## src/rtl/lc3b_types.sv

```systemverilog
// Shared cache types: PLRU vector, way encoding and the PLRU store FSM state.
package lc3b_types;

    localparam int unsigned PLRU_W = 3;
    localparam int unsigned WAY_W  = 2;

    typedef logic [PLRU_W-1:0] lc3b_plru;
    typedef logic [WAY_W-1:0]  lc3b_way;

    localparam lc3b_plru PLRU_RESET = 3'b000;

    localparam lc3b_way WAY_A = 2'd0;
    localparam lc3b_way WAY_B = 2'd1;
    localparam lc3b_way WAY_C = 2'd2;
    localparam lc3b_way WAY_D = 2'd3;

    typedef enum logic {
        PLRU_IDLE  = 1'b0,
        PLRU_SWEEP = 1'b1
    } plru_state_e;

endpackage

```

## src/rtl/plru_update.sv

```systemverilog
// Tree-PLRU next-state function: re-point the tree away from the accessed way.
module plru_update
    import lc3b_types::*;
(
    input  lc3b_plru cur,
    input  lc3b_way  way,
    output lc3b_plru next_lru
);

    always_comb begin
        next_lru = cur;
        unique case (way)
            WAY_A: begin
                next_lru[0] = 1'b0;
                next_lru[1] = 1'b0;
            end
            WAY_B: begin
                next_lru[0] = 1'b0;
                next_lru[1] = 1'b1;
            end
            WAY_C: begin
                next_lru[0] = 1'b1;
                next_lru[2] = 1'b0;
            end
            WAY_D: begin
                next_lru[0] = 1'b1;
                next_lru[2] = 1'b1;
            end
            default: next_lru = cur;
        endcase
    end

endmodule

```

## src/rtl/plru_array.sv

```systemverilog
// Per-set pseudo-LRU store for the 4-way L2 with a sequential clear sweep.
// Define PLRU_BYPASS_EN to forward a same-cycle update to rd_lru.
module plru_array
    import lc3b_types::*;
#(
    parameter int unsigned num_sets = 8,
    parameter int unsigned index_w  = $clog2(num_sets)
) (
    input  logic               clk,
    input  logic               rst,
    input  logic [index_w-1:0] rd_index,
    output lc3b_plru           rd_lru,
    input  logic               upd_valid,
    input  logic [index_w-1:0] upd_index,
    input  lc3b_way            upd_way,
    input  logic               clear_req,
    output logic               busy
);

    localparam logic [index_w-1:0] LAST_IDX = index_w'(num_sets - 1);

    lc3b_plru           mem [num_sets];
    plru_state_e        state;
    logic [index_w-1:0] sweep_idx;
    lc3b_plru           wr_next;

    plru_update u_wr_update (
        .cur      (mem[upd_index]),
        .way      (upd_way),
        .next_lru (wr_next)
    );

    // Array and sweep FSM share one register process; reset clears everything.
    always_ff @(posedge clk or posedge rst) begin
        if (rst) begin
            for (int i = 0; i < int'(num_sets); i++) begin
                mem[i] <= PLRU_RESET;
            end
            state     <= PLRU_IDLE;
            sweep_idx <= '0;
        end else begin
            unique case (state)
                PLRU_IDLE: begin
                    if (clear_req) begin
                        state     <= PLRU_SWEEP;
                        sweep_idx <= '0;
                    end else if (upd_valid) begin
                        mem[upd_index] <= wr_next;
                    end
                end
                PLRU_SWEEP: begin
                    mem[sweep_idx] <= PLRU_RESET;
                    sweep_idx      <= sweep_idx + index_w'(1);
                    if (sweep_idx == LAST_IDX) begin
                        state <= PLRU_IDLE;
                    end
                end
                default: state <= PLRU_IDLE;
            endcase
        end
    end

    assign busy = (state == PLRU_SWEEP);

`ifdef PLRU_BYPASS_EN
    lc3b_plru byp_next;
    logic     byp_hit;

    plru_update u_byp_update (
        .cur      (mem[rd_index]),
        .way      (upd_way),
        .next_lru (byp_next)
    );

    // An update that clear_req overrides is never written, so it is not forwarded.
    assign byp_hit = (state == PLRU_IDLE) && upd_valid && !clear_req
                   && (upd_index == rd_index);

    always_comb begin
        rd_lru = mem[rd_index];
        if (byp_hit) begin
            rd_lru = byp_next;
        end
        if (state == PLRU_SWEEP) begin
            rd_lru = PLRU_RESET;
        end
    end
`else
    always_comb begin
        rd_lru = mem[rd_index];
        if (state == PLRU_SWEEP) begin
            rd_lru = PLRU_RESET;
        end
    end
`endif

endmodule
```

## config.mk

```make
export PLATFORM = sky130hd
export DESIGN_NAME = plru_array
export DESIGN_NICKNAME = d
export VERILOG_FILES = /design/src/rtl/lc3b_types.sv /design/src/rtl/plru_update.sv /design/src/rtl/plru_array.sv
export SDC_FILE = /design/constraint.sdc
export NUM_CORES = 1
export LEC_CHECK = 0
export CAP_MARGIN = 15
export CORE_UTILIZATION = 38
export DETAILED_ROUTE_END_ITERATION = 12
export GPL_TIMING_DRIVEN = 0
export SETUP_SLACK_MARGIN = 0.3
export SYNTH_ARGS = -nofsm -noshare
export SYNTH_HDL_FRONTEND = slang
export SYNTH_SLANG_ARGS = --single-unit
```

## constraint.sdc

```tcl
create_clock -name clk -period 3.3 [get_ports clk]
set_input_delay 0.33 -clock clk [delete_from_list [all_inputs] [get_ports clk]]
set_output_delay 0.33 -clock clk [all_outputs]
set_load 0.03 [all_outputs]
```

=== Yosys cells after proc, flatten, opt, wreduce, memory -nomap -nowiden ===
Index checks and enable logic that the tools add are counted.

* Flip-flop bits (word level): 28
* Output and inout port bits: 4
* Logic and storage cells: 58

* Add/subtract/negate cells: 1
* $lt $le $gt $ge: 5
* Eq/ne operators: 7
* Mux-type cells: 23
* Bitwise gates (word level): 6
* Reduce and logical (&&, ||, !) cells: 6

{| class="wikitable"
|+ Operators by type and width
! kind !! number
|-
| $mux W24 || 2
|-
| $pmux W24 S2 || 1
|-
| $and A24 B24 Y24 || 1
|-
| $bwmux W24 || 1
|-
| $mux W3 || 8
|-
| $not A24 Y24 || 1
|-
| $bmux W3 S3 || 2
|-
| $demux W3 S3 || 2
|-
| $ge A4 B4 Y1 const B || 3
|-
| $not A3 Y4 || 3
|-
| $lt A4 B1 Y1 const B || 2
|-
| $pmux W1 S2 || 4
|-
| $ne A2 B2 Y1 const B || 3
|-
| $pmux W3 S2 || 1
|-
| $eq A2 B2 Y1 const B || 2
|-
| $reduce_or A2 Y1 || 2
|-
| $add A3 B1 Y3 const B || 1
|-
| $eq A3 B3 Y1 const B || 1
|-
| $eq A2 B1 Y1 const B || 1
|-
| $logic_and A1 B1 Y1 || 2
|-
| $logic_not A2 Y1 || 1
|-
| $mux W1 || 2
|-
| $reduce_and A2 Y1 || 1
|-
| $not A1 Y1 || 1
|}

=== Longest topological paths before layout ===
Gate-level depths: netlist (run 1).

* Depth in word-level cells: 9
* Mapped depth: 6
* Gate-level depth less buffers: 5

=== Hierarchy ===
A second synthesis (run 1) with hierarchy kept.

* Cell total of the unflattened synthesis: 162
* Area total of the unflattened synthesis: 1756.7 sq um

{| class="wikitable"
|+ By module, submodules not included
! module !! instances !! cells each !! area each (sq um)
|-
| plru_array || 1 || 159 || 1730.4
|-
| plru_update || 1 || 3 || 26.3
|}

=== Worst setup path before layout (run 1) ===
No wires, ideal clock.

* Path type: register to output
* From: register state (netlist: busy)
* To: output rd_lru[0]
* Arrival: 1.374 ns
* Path slack: 1.596 ns
* Stages on the path, launching flop included: 4
* Path buffers: 2
* Path through: dfrtp_1 > clkbuf_1 > clkbuf_1 > nor2_1

* Word-level cells in the longest chain between the ends: 1

{| class="wikitable"
|+ RTL lines
! what !! RTL line !! RTL
|-
| start, declared || plru_array.sv:23 || <nowiki>plru_state_e state;</nowiki>
|-
| start signal, assigned || plru_array.sv:39 || <nowiki>state <= PLRU_IDLE;</nowiki>
|-
| start signal, assigned || plru_array.sv:45 || <nowiki>state <= PLRU_SWEEP;</nowiki>
|-
| start signal, assigned || plru_array.sv:55 || <nowiki>state <= PLRU_IDLE;</nowiki>
|-
| $mux W3 || plru_array.sv:91 || <nowiki>if (state == PLRU_SWEEP) begin</nowiki>
|-
| end, declared || plru_array.sv:12 || <nowiki>output lc3b_plru rd_lru,</nowiki>
|}

Every way passes these cells.

=== Final worst setup path (run 1) ===
* From: input rd_index[1]
* To: output rd_lru[0]

* Word-level cells in the longest chain between the ends: 5

{| class="wikitable"
|+ RTL lines
! what !! RTL line !! RTL
|-
| start, declared || plru_array.sv:11 || <nowiki>input logic [index_w-1:0] rd_index,</nowiki>
|-
| $not A3 Y4 (implied by the code) || plru_array.sv:90 || <nowiki>rd_lru = mem[rd_index];</nowiki>
|-
| $bmux W3 S3 || plru_array.sv:90 ||
|-
| $mux W3 (implied by the code) (2 in a row) || plru_array.sv:90 ||
|-
| $mux W3 || plru_array.sv:91 ||
|}

Every way passes these cells. The select of a mux whose other input is x is not followed.

==> flow_metrics.env, run 1 <==
export IMPL_outcome="finished clean"
export IMPL_fin_util_pct=48.4
export IMPL_clock_latency_ps=280
export IMPL_synth_cell_type_count=43
export IMPL_via_per_inst=5.83
export IMPL_combPwrFrac_pct=32.9
export IMPL_dpl_cell_count=232
export IMPL_ys_async_sr_fraction_pct=100
export IMPL_cellInternalPower_w=0.000719
export IMPL_dp_hpwl_um=3120
export IMPL_cp_num_buf_inv=2
export IMPL_slew_violations=0
export IMPL_clkSinkCount=28
export IMPL_grt_pass1_wl_um=6800
export IMPL_die_area_mm2=0.00476
export IMPL_antenna_found_initial=0
export IMPL_cts_resized=0
export IMPL_synthTopCellsByArea="dfrtp_1 41%, mux4_2 7.9%, nand3_1 6.5%"
export IMPL_max_cap_violations=0
export IMPL_first_iter_violations=133
export IMPL_drive_above_1_share_pct=17.6
export IMPL_avgSynthCellArea_um2=10.1
export IMPL_hold_viol=0
export IMPL_fmax_mhz=373
export IMPL_leakagePower_nw=0.834
export IMPL_totalWireLength_um=4170
export IMPL_vias=1381
export IMPL_crit_path_end_kind="primary output"
export IMPL_swShare_pct=36.0
export IMPL_yosysTopAreaCellShare_pct=41.1
export IMPL_synth_common_cells="28 x dfrtp_1, 22 x nand3_1, 14 x nand2_1, 12 x nor2_1"
export IMPL_grt_pass1_vias=1368
export IMPL_layout_nets=202
export IMPL_fillers=405
export IMPL_final_instance_count_excl_fill=237
export IMPL_p_switching_w=0.000404
export IMPL_drc_errors=0
export IMPL_core_area_mm2=0.00414
export IMPL_required_ps=2970
export IMPL_io_buffers=14
export IMPL_synth_most_common_cell="dfrtp_1"
export IMPL_arrival_ps=2350
export IMPL_cts_tree="built"
export IMPL_wl_per_cell_um=17.6
export IMPL_cp_top_family="buffers and inverters"
export IMPL_synth_edf_count=0
export IMPL_clk_path_buf_depth=2
export IMPL_min_period_ps=2680
export IMPL_synthCells=168
export IMPL_start_util_pct=41.1
export IMPL_cts_buffers=3
export IMPL_cp_start_kind="input port"
export IMPL_multiInputGateArea_um2=948
export IMPL_rsz0062_at_grt="false"
export IMPL_hold_path_class="input port to asynchronous set/reset pin"
export IMPL_ioPinCount=16
export IMPL_synth_fp_nets=182
export IMPL_die_x_um=69.0
export IMPL_crit_fanout=6
export IMPL_num_rows=23
export IMPL_post_cts_buffers=0
export IMPL_grt_max_degree=29
export IMPL_drt_first_pass_iters=4
export IMPL_grt_util_all_layers_pct=20.4
export IMPL_area_sequential_um2=701
export IMPL_cts_root_buffer="clkbuf_8"
export IMPL_crit_top_cell="clkdlybuf4s50_1"
export IMPL_pwr_share_seq_pct=42.6
export IMPL_peakVddDrop_mv=0.400
export IMPL_pwr_share_clk_pct=24.4
export IMPL_postPlaceCellArea_mm2=0.00191
export IMPL_synth_flop_cell="dfrtp_1"
export IMPL_yosys_warnings=0
export IMPL_yosysTopAreaCell="dfrtp_1"
export IMPL_slowest_stage="clkdlybuf4s50_1"
export IMPL_n_antenna_cell=0
export IMPL_ys_seq_area_share_pct=41.1
export IMPL_worst_pin_slew_ps=660
export IMPL_skew_ps=7.41
export IMPL_min_period_over_period_pct=81.3
export IMPL_clk_pin_slew_ps=90
export IMPL_grt_overflow_total=0
export IMPL_crit_type="input port to primary output"
export IMPL_ant_nets=0
export IMPL_crit_chain="clkdlybuf4s50_1 > mux4_2 > mux2i_1 > nor2_1 > clkdlybuf4s50_1"
export IMPL_powerDensity_mw_per_mm2=560
export IMPL_die_y_um=69.0
export IMPL_routabilityCongestion=0.880
export IMPL_htreeDepth=1
export IMPL_slew_headroom_pct=55.7
export IMPL_ys_ff_latch=28
export IMPL_setup_tns_final_ps=0
export IMPL_hold_buffers=0
export IMPL_final_area_mm2=0.00201
export IMPL_crit_path_max_incr_delay_ps=660
export IMPL_setup_violations=0
export IMPL_syn2layout_area_growth_pct=17.7
export IMPL_synth_area_mm2=0.00170
==> registers in the layout (all words and copies together), names as in the netlist <==
name	cells
mem	24
sweep_idx	3
busy	1
==> kinds of logic (layout without fill, tap and decap cells) <==
group / Yosys count / count (layout) / synth area share [%]
multiplexers: 15 / 15 / 14.5
buffers and inverters: 11 / 30 / 3.23
adder cells (fa/ha/maj): 2 / 2 / 1.47
flip-flops: 28 / 28 / 41.1
AO/OA/AOI/OAI: 42 / 42 / 19.0
AND/OR/NAND/NOR: 70 / 70 / 20.6
==> stage by stage <==
| step | setup slack, ps | power [W] | hold slack (ps) |
|---|---|---|---|
| 2_1_floorplan | 1600 | 0.000728 | 395 |
| 3_3_place_gp | 625 | 0.000839 | 491 |
| 4_1_cts | 611 | 0.00112 | 524 |
| 3_5_place_dp | 615 | 0.000848 | 500 |
| 6_report | 616 | 0.00112 | 350 |
| 5_1_grt | 546 | 0.00120 | 405 |
==> layout make-up <==
type / count / area share, %
multi-input combinational: 129 / 47.3
sequential: 28 / 34.9
timing repair buffer: 15 / 8.36
tap: 50 / 3.12
clock buffer: 3 / 2.06
buffer: 6 / 1.81
clock inverter: 1 / 1.50
inverter: 5 / 0.936
==> power by group through the flow <==
| stage | clock network, W | logic (W) | registers (W) |
|---|---|---|---|
| after floorplan | 0 | 0.000259 | 0.000470 |
| after global placement | 0 | 0.000360 | 0.000480 |
| after detailed placement | 0 | 0.000364 | 0.000484 |
| after CTS | 0.000279 | 0.000366 | 0.000476 |
| after global routing | 0.000294 | 0.000413 | 0.000488 |
| final | 0.000274 | 0.000370 | 0.000479 |
==> placed cells by master (no fill, tap or decap), types with 2 or more instances in the layout <==
cell,instances
nor2_1,12
mux2i_1,6
o21ai_0,8
o21ai_1,8
nor2b_1,5
o21ai_2,8
dfrtp_1,28
nand2_1,14
mux2_4,2
nand2b_1,5
clkbuf_1,2
nor3b_1,2
a31oi_1,4
ha_1,2
clkdlybuf4s50_1,14
a21oi_1,3
nand3_1,22
buf_2,2
inv_1,4
nor3_1,2
clkbuf_8,3
mux4_2,6
==> path summary, 6_finish.rpt <==
| check | cells after the start | end | from | slack, ps |
|---|---|---|---|---|
| max | 5 | rd_lru[0] | rd_index[1] | 620 |
| min | 2 | mem[11]$_DFFE_PP0P_ | rst | 350 |
| max reg2reg | 5 | mem[14]$_DFFE_PP0P_ | mem[17]$_DFFE_PP0P_ | 1520 |
| min reg2reg | 2 | mem[15]$_DFFE_PP0P_ | mem[15]$_DFFE_PP0P_ | 520 |
| max in group asynchronous | 3 | mem[1]$_DFFE_PP0P_ | rst | 2510 |
| min in group clk | 2 | mem[15]$_DFFE_PP0P_ | mem[15]$_DFFE_PP0P_ | 520 |
==> per-layer routing <==
layer / part of all wire, % / global-route usage [%] / vias to the layer above / wire length, um
met2: 46 / 31.8 / 43 / 1910
met1: 48 / 29.1 / 678 / 1990
li1: - / - / 655 / -
met5: 0 / 0 / - / 0
met3: 5.2 / 2.80 / 5 / 216
met4: 1.2 / 6.38 / 0 / 52
No activity file was read; power rests on OpenSTA's default activity.
==> inputs of run 2 (changes only) <==
Clock period 3.3 ns to 2.5 ns, I/O delays scaled along.
==> run 2 against run 1 <==
Non-clock buffer count unchanged. Register-to-register slack lost 790 ps. Critical path depth decreased by 1. Global-route usage is the same. Critical path type is now flip-flop to primary output.
==> flow_metrics.env, run 2 (synthesized netlist as in run 1, its figures left out) <==
export IMPL_antenna_found_initial=0
export IMPL_vias=1388
export IMPL_ioPinCount=16
export IMPL_cellInternalPower_w=0.000950
export IMPL_rsz0062_at_grt="false"
export IMPL_layout_nets=202
export IMPL_cts_root_buffer="clkbuf_8"
export IMPL_postPlaceCellArea_mm2=0.00191
export IMPL_min_period_over_period_pct=81.4
export IMPL_syn2layout_area_growth_pct=17.5
export IMPL_min_period_ps=2040
export IMPL_area_sequential_um2=701
export IMPL_p_switching_w=0.000535
export IMPL_hold_buffers=0
export IMPL_clkSinkCount=28
export IMPL_num_rows=23
export IMPL_combPwrFrac_pct=33.0
export IMPL_outcome="finished clean"
export IMPL_cts_tree="built"
export IMPL_io_buffers=14
export IMPL_cp_num_buf_inv=1
export IMPL_hold_viol=0
export IMPL_mostFrequentLayoutCell="dfrtp_1"
export IMPL_ant_nets=0
export IMPL_slew_violations=0
export IMPL_arrival_ps=1790
export IMPL_final_cell_mix="28 x dfrtp_1, 22 x nand3_1, 14 x nand2_1"
export IMPL_required_ps=2250
export IMPL_final_area_mm2=0.00200
export IMPL_powerDensity_mw_per_mm2=742
export IMPL_peakVddDrop_mv=0.527
export IMPL_crit_path_max_incr_delay_ps=490
export IMPL_slew_headroom_pct=55.6
export IMPL_drc_errors=0
export IMPL_cp_top_family="multiplexers"
export IMPL_pwr_share_seq_pct=42.6
export IMPL_timing_final_ws_setup_ps=465
export IMPL_cp_start_kind="flip-flop"
export IMPL_cts_buffers=3
export IMPL_grt_pass1_vias=1368
export IMPL_dp_hpwl_um=3120
export IMPL_grt_overflow_total=0
export IMPL_fillers=403
export IMPL_drive_above_1_share_pct=18.2
export IMPL_crit_chain="mux4_2 > mux2i_1 > nor2_1 > dlygate4sd2_1"
export IMPL_routabilityCongestion=0.880
export IMPL_top_register="mem"
export IMPL_grt_util_all_layers_pct=20.4
export IMPL_skew_ps=7.82
export IMPL_largest_reg_flops=24
export IMPL_die_y_um=69.0
export IMPL_leakagePower_nw=0.853
export IMPL_pwr_share_clk_pct=24.4
export IMPL_totalWireLength_um=4170
export IMPL_max_cap_violations=0
export IMPL_clock_latency_ps=280
export IMPL_die_x_um=69.0
export IMPL_first_iter_violations=132
export IMPL_hold_path_class="input port to asynchronous set/reset pin"
export IMPL_multiInputGateArea_um2=948
export IMPL_crit_fanout=3
export IMPL_swShare_pct=36.0
export IMPL_wl_per_cell_um=17.6
export IMPL_crit_path_end_kind="primary output"
export IMPL_slowest_stage="mux4_2"
export IMPL_core_area_mm2=0.00414
export IMPL_start_util_pct=41.1
export IMPL_crit_type="flip-flop to primary output"
export IMPL_die_area_mm2=0.00476
export IMPL_fmax_mhz=491
export IMPL_grt_pass1_wl_um=6800
export IMPL_setup_violations=0
export IMPL_via_per_inst=5.86
export IMPL_n_antenna_cell=0
export IMPL_pre_cts_ws_ps=-24.8
export IMPL_htreeDepth=1
export IMPL_grt_max_degree=29
export IMPL_worst_pin_slew_ps=661
export IMPL_clk_pin_slew_ps=90
export IMPL_clk_path_buf_depth=2
export IMPL_drt_first_pass_iters=4
-- run 2: changes by cell type in the layout (fill, tap and decap cells not counted), sizes merged --
cell	before	now
clkdlybuf4s50	14	10
dlygate4sd2	0	4
-- run 2: routing by layer --
metal / vias up / GRT usage, % / share of wire (%) / wire (um)
met5: - / 0 / 0 / 0
met4: 0 / 6.38 / 1.2 / 50
met3: 5 / 2.80 / 5.3 / 220
met2: 46 / 31.8 / 46 / 1910
met1: 682 / 29.1 / 48 / 2000
li1: 655 / - / - / -
-- run 2: repair_timing --
item | in CTS | in global routing
setup buffers | 0 | 0
gates resized for setup | 5 | 0
setup endpoints to repair | 3 | 0
-- run 2: worst reg2reg max path: cells and delay by family, from the launching register on --
family         cells  cell delay (ps)
AO/OA/AOI/OAI      3              500
flip-flops         1              430
multiplexers       2              730
-- run 2: final timing paths --
kind                       slack [ps]  depth (start not counted)                   to                start
hold / removal                    270                          2  mem[11]$_DFFE_PP0P_                  rst
hold reg to reg                   520                          2  mem[15]$_DFFE_PP0P_  mem[15]$_DFFE_PP0P_
min in group clk                  520                          2  mem[15]$_DFFE_PP0P_  mem[15]$_DFFE_PP0P_
setup / recovery                  460                          4            rd_lru[1]   mem[4]$_DFFE_PP0P_
setup reg to reg                  730                          5  mem[14]$_DFFE_PP0P_  mem[17]$_DFFE_PP0P_
max in group asynchronous        1790                          3   mem[1]$_DFFE_PP0P_                  rst
-- run 2: final cells by class --
| type | instances | share of cell area, % |
|---|---|---|
| multi-input combinational | 129 | 47.4 |
| sequential | 28 | 35.0 |
| timing repair buffer | 15 | 8.13 |
| tap | 50 | 3.13 |
| clock buffer | 3 | 2.06 |
| buffer | 6 | 1.88 |
| clock inverter | 1 | 1.50 |
| inverter | 5 | 0.938 |
-- run 2: through the flow --
step | util, % | setup TNS [ps] | hold slack, ps | power (W) | cells
floorplan | - | 0 | 315 | 0.000961 | 168
global placement | 46.0 | -14.8 | 491 | 0.00111 | 232
detailed placement | 46.0 | -24.8 | 500 | 0.00112 | 232
CTS | 47.6 | 0 | 524 | 0.00148 | 236
global route | 48.3 | 0 | 325 | 0.00158 | 237
finish | 48.3 | 0 | 270 | 0.00148 | 237
-- run 2: power groups by stage --
stage	Combinational, W	Clock [W]	Sequential, W
floorplan	0.000342	0	0.000620
global placement	0.000475	0	0.000633
detailed placement	0.000481	0	0.000639
global route	0.000546	0.000388	0.000645
finish	0.000490	0.000363	0.000632
CTS	0.000484	0.000368	0.000629
==> inputs of run 3 (changes only) <==
Clock period 2.5 ns to 1.7 ns, I/O delays scaled along.
==> run 3 against run 2 <==
The run now ends with setup timing left. Non-clock buffer count rose by 24. Die area did not move. Cell area rose by 19%. Sequential power rose by 47%. Combinational power rose by 110%. Global-route usage rose by 2.5 points. Register-to-register slack got worse by 690 ps. Core utilization rose by 9.1 points. Sequential share of layout area fell by 5.5 points. Critical path depth did not move. Worst hold slack got worse by 130 ps. Critical path type unchanged. Largest cell class unchanged. Largest power group is now combinational cells.
==> flow_metrics.env, run 3 (synthesized netlist as in run 1, its figures left out) <==
export IMPL_min_period_ps=1730
export IMPL_fmax_mhz=576
export IMPL_leakagePower_nw=1.03
export IMPL_cp_start_kind="flip-flop"
export IMPL_largest_reg_flops=24
export IMPL_min_period_over_period_pct=102
export IMPL_hold_viol=0
export IMPL_start_util_pct=41.1
export IMPL_layout_nets=226
export IMPL_totalWireLength_um=4980
export IMPL_crit_type="flip-flop to primary output"
export IMPL_vias=1559
export IMPL_crit_chain="mux4_2 > mux2i_2 > nor2_2 > buf_6"
export IMPL_die_area_mm2=0.00476
export IMPL_cp_num_buf_inv=1
export IMPL_syn2layout_area_growth_pct=39.5
export IMPL_powerDensity_mw_per_mm2=979
export IMPL_clk_path_buf_depth=2
export IMPL_num_rows=23
export IMPL_slowest_stage="mux4_2"
export IMPL_drt_first_pass_iters=4
export IMPL_setup_tns_final_ps=-76.1
export IMPL_routabilityCongestion=0.835
export IMPL_dpl_cell_count=232
export IMPL_arrival_ps=1560
export IMPL_grt_pass1_vias=1521
export IMPL_crit_fanout=2
export IMPL_cts_root_buffer="clkbuf_8"
export IMPL_grt_pass1_wl_um=7770
export IMPL_slew_violations=0
export IMPL_top_register="mem"
export IMPL_io_buffers=14
export IMPL_required_ps=1530
export IMPL_final_instance_count_excl_fill=261
export IMPL_htreeDepth=1
export IMPL_grt_util_all_layers_pct=22.9
export IMPL_drc_errors=0
export IMPL_clk_pin_slew_ps=100
export IMPL_grt_max_degree=29
export IMPL_slew_headroom_pct=68.0
export IMPL_area_sequential_um2=702
export IMPL_grt_overflow_total=0
export IMPL_mostFrequentLayoutCell="dfrtp_1"
export IMPL_skew_ps=3.01
export IMPL_outcome="finished, violations left"
export IMPL_die_x_um=69.0
export IMPL_cts_tree="built"
export IMPL_hold_path_class="input port to asynchronous set/reset pin"
export IMPL_cts_buffers=3
export IMPL_hold_slack_ps=137
export IMPL_timing_final_ws_setup_ps=-34.6
export IMPL_die_y_um=69.0
export IMPL_cp_top_family="multiplexers"
export IMPL_fillers=352
export IMPL_core_area_mm2=0.00414
export IMPL_ant_nets=0
export IMPL_rsz0062_at_grt="true"
export IMPL_peakVddDrop_mv=0.675
export IMPL_setup_violations=3
export IMPL_ioPinCount=16
export IMPL_max_cap_violations=0
export IMPL_via_per_inst=5.97
export IMPL_final_cell_mix="27 x dfrtp_1, 21 x nand3_1, 19 x buf_4"
export IMPL_crit_path_max_incr_delay_ps=510
export IMPL_wl_per_cell_um=19.1
export IMPL_first_iter_violations=139
export IMPL_drive_above_1_share_pct=42.7
export IMPL_worst_pin_slew_ps=474
export IMPL_multiInputGateArea_mm2=0.00112
export IMPL_violations="setup timing"
export IMPL_n_antenna_cell=0
export IMPL_dp_hpwl_um=3150
export IMPL_clock_latency_ps=280
export IMPL_crit_path_end_kind="primary output"
export IMPL_antenna_found_initial=0
export IMPL_clkSinkCount=28
export IMPL_power_total_w=0.00233
[run 3: changes by cell type in the layout (fill, tap and decap cells not counted), sizes merged]
cell	before	now
clkdlybuf4s50	10	5
dlymetal6s2s	0	1
bufinv	1	0
buf	5	32
clkbuf	5	7
[run 3: area by class of cell]
cell class | count | share of cell area [%]
Inverter | 5 | 1.00
Multi-Input combinational cell | 129 | 47.1
Tap cell | 50 | 2.63
Clock buffer | 4 | 1.89
Timing Repair Buffer | 39 | 15.9
Buffer | 6 | 1.95
Sequential cell | 28 | 29.5
[run 3: path summary, 6_finish.rpt]
| path | from | slack (ps) | end | depth (start not counted) |
|---|---|---|---|---|
| min in group clk | clear_req | 210 | sweep_idx[2]$_DFFE_PP0P_ | 2 |
| max in group asynchronous | rst | 1140 | mem[22]$_DFFE_PP0P_ | 3 |
| worst max-delay path | mem[0]$_DFFE_PP0P_ | -30 | rd_lru[0] | 4 |
| worst max register to register | mem[2]$_DFFE_PP0P_ | 40 | mem[14]$_DFFE_PP0P_ | 7 |
| worst min-delay path | rst | 140 | sweep_idx[0]$_DFFE_PP0P_ | 2 |
| worst min register to register | mem[21]$_DFFE_PP0P_ | 530 | mem[21]$_DFFE_PP0P_ | 2 |
[run 3: stage by stage]
| stage | setup slack [ps] | area, um2 | utilization [%] |
|---|---|---|---|
| after floorplan | 233 | 1720 | - |
| after global placement | -667 | 1920 | 46.4 |
| after detailed placement | -675 | 1920 | 46.4 |
| after CTS | -27.4 | 2240 | 54.0 |
| after global routing | -70.6 | 2380 | 57.4 |
| final | -34.6 | 2380 | 57.4 |
[run 3: what timing repair did]
action | CTS | global route
resized for setup | 58 | 17
setup endpoints to repair | 29 | 25
pin swaps | 7 | 6
hold buffers | 0 | 0
hold endpoints to repair | 0 | 0
setup buffers | 18 | 6
[run 3: report_power, final]
part / total [W] / internal (W) / switching (W)
Combinational: 0.00101 / 0.000465 / 0.000548
Clock: 0.000387 / 0.000169 / 0.000218
Sequential: 0.000929 / 0.000788 / 0.000141
[run 3: worst reg2reg max path: stages, from the launching register on]
cell      delay (ps)
dfrtp_1          410
buf_4            150
and3_1           160
a21oi_1          250
o221ai_2         180
mux2i_4          180
buf_12           160
o31ai_2           60
[run 3: per-layer routing]
| layer | vias up | track usage [%] | routed length, um |
|---|---|---|---|
| met5 | - | 0 | 0 |
| met4 | 0 | 6.63 | 121 |
| met3 | 12 | 2.47 | 254 |
| met2 | 68 | 38.6 | 2470 |
| met1 | 768 | 30.9 | 2130 |
| li1 | 711 | - | - |
